## src/rtl/serial_adder_ctrl.sv

```systemverilog
// Word-level sequencer for one external bit-serial Mealy adder: captures an operand pair,
// streams it LSB-first through the adder, and returns the WIDTH-bit sum.
// Optional macro CARRY_OUT_EN adds a FLUSH cycle that captures the final carry on Cout.
module serial_adder_ctrl #(
  parameter int WIDTH = 8
) (
  input  logic             Clock,
  input  logic             Reset,
  input  logic             In_Valid,
  output logic             In_Ready,
  input  logic [WIDTH-1:0] Op_A,
  input  logic [WIDTH-1:0] Op_B,
  output logic             Out_Valid,
  input  logic             Out_Ready,
  output logic [WIDTH-1:0] Sum,
  output logic             Cout,
  output logic             Busy,
  output logic             Add_A,
  output logic             Add_B,
  output logic             Add_En,
  output logic             Add_Rst,
  input  logic             Add_S
);

  localparam int CW = $clog2(WIDTH);
  localparam logic [CW-1:0] LAST = CW'(WIDTH - 1);

  typedef enum logic [2:0] {
    S_IDLE  = 3'd0,
    S_CLEAR = 3'd1,
    S_SHIFT = 3'd2,
    S_FLUSH = 3'd3,
    S_DONE  = 3'd4
  } state_t;

  state_t           r_state;
  state_t           w_next;
  logic [WIDTH-1:0] r_a_sh;
  logic [WIDTH-1:0] r_b_sh;
  logic [WIDTH-1:0] r_sum_sh;
  logic [CW-1:0]    r_cnt;
  logic             w_add_a;
  logic             w_add_b;
  logic             w_add_en;
  logic             w_accept;

  assign w_accept  = (r_state == S_IDLE) && In_Valid;
  assign In_Ready  = (r_state == S_IDLE);
  assign Busy      = (r_state != S_IDLE);
  assign Out_Valid = (r_state == S_DONE);
  assign Sum       = r_sum_sh;
  assign Add_A     = w_add_a;
  assign Add_B     = w_add_b;
  assign Add_En    = w_add_en;
  // Adder is held in reset alongside the controller as well as during CLEAR.
  assign Add_Rst   = ~Reset | (r_state == S_CLEAR);

`ifdef CARRY_OUT_EN
  logic r_cout;
  assign Cout = r_cout;
`else
  assign Cout = 1'b0;
`endif

  always_ff @(posedge Clock) begin
    if (!Reset) begin
      r_state <= S_IDLE;
    end else begin
      r_state <= w_next;
    end
  end

  always_ff @(posedge Clock) begin
    if (!Reset) begin
      r_a_sh   <= '0;
      r_b_sh   <= '0;
      r_sum_sh <= '0;
      r_cnt    <= '0;
`ifdef CARRY_OUT_EN
      r_cout   <= 1'b0;
`endif
    end else begin
      case (r_state)
        S_IDLE: begin
          if (w_accept) begin
            r_a_sh <= Op_A;
            r_b_sh <= Op_B;
            r_cnt  <= '0;
`ifdef CARRY_OUT_EN
            r_cout <= 1'b0;
`endif
          end
        end
        S_SHIFT: begin
          r_sum_sh <= {Add_S, r_sum_sh[WIDTH-1:1]};
          r_a_sh   <= {1'b0, r_a_sh[WIDTH-1:1]};
          r_b_sh   <= {1'b0, r_b_sh[WIDTH-1:1]};
          if (r_cnt != LAST) begin
            r_cnt <= r_cnt + 1'b1;
          end
        end
`ifdef CARRY_OUT_EN
        S_FLUSH: begin
          r_cout <= Add_S;
        end
`endif
        default: begin
        end
      endcase
    end
  end

  always_comb begin
    w_next   = r_state;
    w_add_a  = 1'b0;
    w_add_b  = 1'b0;
    w_add_en = 1'b0;
    case (r_state)
      S_IDLE: begin
        if (w_accept) begin
          w_next = S_CLEAR;
        end else begin
          w_next = S_IDLE;
        end
      end
      S_CLEAR: begin
        w_next = S_SHIFT;
      end
      S_SHIFT: begin
        w_add_a  = r_a_sh[0];
        w_add_b  = r_b_sh[0];
        w_add_en = 1'b1;
        if (r_cnt == LAST) begin
`ifdef CARRY_OUT_EN
          w_next = S_FLUSH;
`else
          w_next = S_DONE;
`endif
        end else begin
          w_next = S_SHIFT;
        end
      end
`ifdef CARRY_OUT_EN
      // Zero operand bits so the adder's sum output is just the final carry.
      S_FLUSH: begin
        w_add_en = 1'b1;
        w_next   = S_DONE;
      end
`endif
      S_DONE: begin
        if (Out_Ready) begin
          w_next = S_IDLE;
        end else begin
          w_next = S_DONE;
        end
      end
      default: begin
        w_next = S_IDLE;
      end
    endcase
  end

endmodule

```

## config.mk

```make
export PLATFORM = sky130hd
export DESIGN_NAME = serial_adder_ctrl
export DESIGN_NICKNAME = d
export VERILOG_FILES = /design/src/rtl/serial_adder_ctrl.sv
export SDC_FILE = /design/constraint.sdc
export NUM_CORES = 1
export LEC_CHECK = 0
export BUFFER_PORTS_ARGS = -buffer_cell sky130_fd_sc_hd__buf_4
export CORE_MARGIN = 5
export CORE_UTILIZATION = 36
export DETAILED_ROUTE_END_ITERATION = 8
export PLACE_DENSITY_LB_ADDON = 0.1
export SYNTH_ARGS = -nofsm -noshare
export SYNTH_HDL_FRONTEND = slang
export SYNTH_SLANG_ARGS = --single-unit
```

## constraint.sdc

```tcl
create_clock -name Clock -period 3.2 [get_ports Clock]
set_clock_uncertainty 0.15 [all_clocks]
set_input_delay 0.8 -clock Clock [delete_from_list [all_inputs] [get_ports Clock]]
set_output_delay 0.8 -clock Clock [all_outputs]
set_load 0.02 [all_outputs]
```

==> results.toml <==
[routing]
num_vias = 1138
ant_nets = 0
routed_wl_mm = 2.95
drtIter0Drc = 56
drcViolationCount = 0
vias_per_cell = 4.95
wl_per_cell_microns = 12.8
drt_first_pass_iters = 4

[yosys]
ys_seq_elements = 30
postSynthNetCount = 173
synth_top_area_share_pct = 44.2
synth_most_common_cell = "dfxtp_1"
postSynthAreaPerCell_sq_um = 9.06
synth_top_cells_by_count = "dfxtp_1 (30), nand2_1 (24), nor3_1 (14)"
synth_warnings = 0
ys.flop_type = "dfxtp_1"
synth_edf_count = 0
synth_top_area_cell = "dfxtp_1"
ys_seq_area_share_pct = 44.2
synth.area.top_cells = "dfxtp_1 (44%), o221ai_2 (8.8%), nand2_1 (6.6%)"
synth_cell_types = 33
synth_cells = 150
syn_area_sq_mm = 0.00136
synthArstFlopShare_pct = 0

[timing]
period_share_pct = 79.1
rsz0062_at_grt = "false"
drv_slew = 0
period_needed_ns = 2.53
finalHoldViolCount = 0
timing.setup.tns_ns = 0
final-setup-viol-count = 0
max_freq_ghz = 0.395

[clocking]
cts_sinks = 30
cts-htree-levels = 2
cts_buffer_depth = 2
cts_setup_buffers = 0
cts-resized-gates = 0
cts_hold_buf = 0
path_clk_slew_ns = 0.06
root_buffer = "clkbuf_8"
cts_buffers = 5
clk_latency_ns = 0.28
cts_tree = "built"

[die]
rows = 22
core_sq_mm = 0.00366
start_util_pct = 37.1
die-height_microns = 71.4
ioPinCount = 37
dieArea_sq_mm = 0.00510
die_x_microns = 71.4

[final_layout]
fin_util_pct = 46.4
num_antenna_cells = 0
layout.nets = 204
synthToLayoutAreaGrowth_pct = 25.0
drive_above_1_share_pct = 30.8

[placement]
place_congestion = 0.818
dp_hpwl_mm = 2.04
port_buffers = 35

[flow_run]
drv_cap = 0

[global_route]
grt_pass1_wl_mm = 5.18
antenna_found_initial = 0
track_usage_pct = 12.6
grt_pass1_vias = 1190
globalRoute.totalOverflow = 0
grt_max_degree = 38

[critical_path]
slowest_delay_ns = 0.46
crit_arrival_ns = 1.58
critPathSlowestCell = "dfxtp_1"
path_cells = "or3b_1, inv_2, and2_1, buf_4"
cp.required_ns = 2.25
critPathKind = "reg2out"
critPathLaunchType = "flop"
worst_setup_path_end_kind = "output port"
critPathMaxFanout = 9

[power_and_ir_drop]
peakVddDrop_uv = 225
leakage_nw = 0.679
powerDensity_mw_per_mm2 = 506

[min_path]
hold_class = "reg2reg"

[status]
outcome = "complete, no violations"
## stage by stage
stage	hold WS, ns	cell area, sq um	std cells	worst slack [ns]	total power, mW
final	0.316	1700	230	0.668	0.860
after floorplan	0.290	1360	150	0.509	0.524
after global routing	0.349	1700	230	0.522	0.906
after detailed placement	0.314	1610	222	0.767	0.563
after CTS	0.323	1700	230	0.645	0.872
after global placement	0.309	1610	222	0.787	0.559
## cells by family (layout without fill, tap and decap cells)
kind of cell | Yosys count | count (layout) | synth area share, %
AOI/OAI and AO/OA | 31 | 31 | 20.7
and+or+nand+nor | 69 | 69 | 25.0
buffers and inverters | 17 | 49 | 7.92
other | 1 | 1 | 0.276
DFF | 30 | 30 | 44.2
adders and majority gates | 2 | 2 | 1.84
## where the power goes
group          internal [mW]  switching, mW  leakage, nW
combinational         0.0628         0.0728        0.385
clock                  0.173          0.134       0.0482
sequential             0.400         0.0175        0.246
total                  0.635          0.224        0.679
## final timing paths
check,cells past startpoint,from,end,slack (ns)
max reg2reg,4,r_state[1],r_cnt[1],1.33
max,4,r_state[1],Add_A,0.67
min reg2reg,2,Sum[0],Sum[0],0.32
min,2,Sum[0],Sum[0],0.32
## sequential cells by signal (all words and copies together) (netlist names)
signal   cells
Sum          8
r_a_sh       8
r_b_sh       8
r_cnt        3
r_state      3
## cells in the final DEF (no fill, tap or decap), types with 2 or more instances in the layout
cell type and instances:
and2_1 3, o221ai_2 8, dfxtp_1 30, nand2b_1 3
buf_4 38, a21boi_1 4, o21ai_0 5, nor3b_1 2
o221ai_1 5, clkbuf_8 6, a21boi_0 4, nor3_1 14
o22ai_1 3, nor2_1 13, inv_1 2, ha_1 2
nand3_1 3, nand2_1 24
## per-layer routing
| layer | wire length [microns] | vias up | global-route usage, % |
|---|---|---|---|
| met3 | 151 | 5 | 4.63 |
| li1 | - | 587 | - |
| met4 | 47 | 0 | 5.43 |
| met1 | 1340 | 522 | 15.1 |
| met2 | 1410 | 24 | 20.3 |
| met5 | 0 | - | 0 |
## critical path, delay by kind of cell, from the launching register on
kind,cells,cell delay (ns)
flops,1,0.46
buf+inv,2,0.29
simple gates,2,0.56
## area by class of cell
type                            instances  area (sq um)
Fill cell                             370          1960
Clock inverter                          1          5.00
Inverter                                3          11.3
Timing Repair Buffer                   38           285
Tap cell                               48          60.1
Multi-Input combinational cell        103           651
Sequential cell                        30           601
Clock buffer                            7          86.3
(Power assumes the default switching activity.)
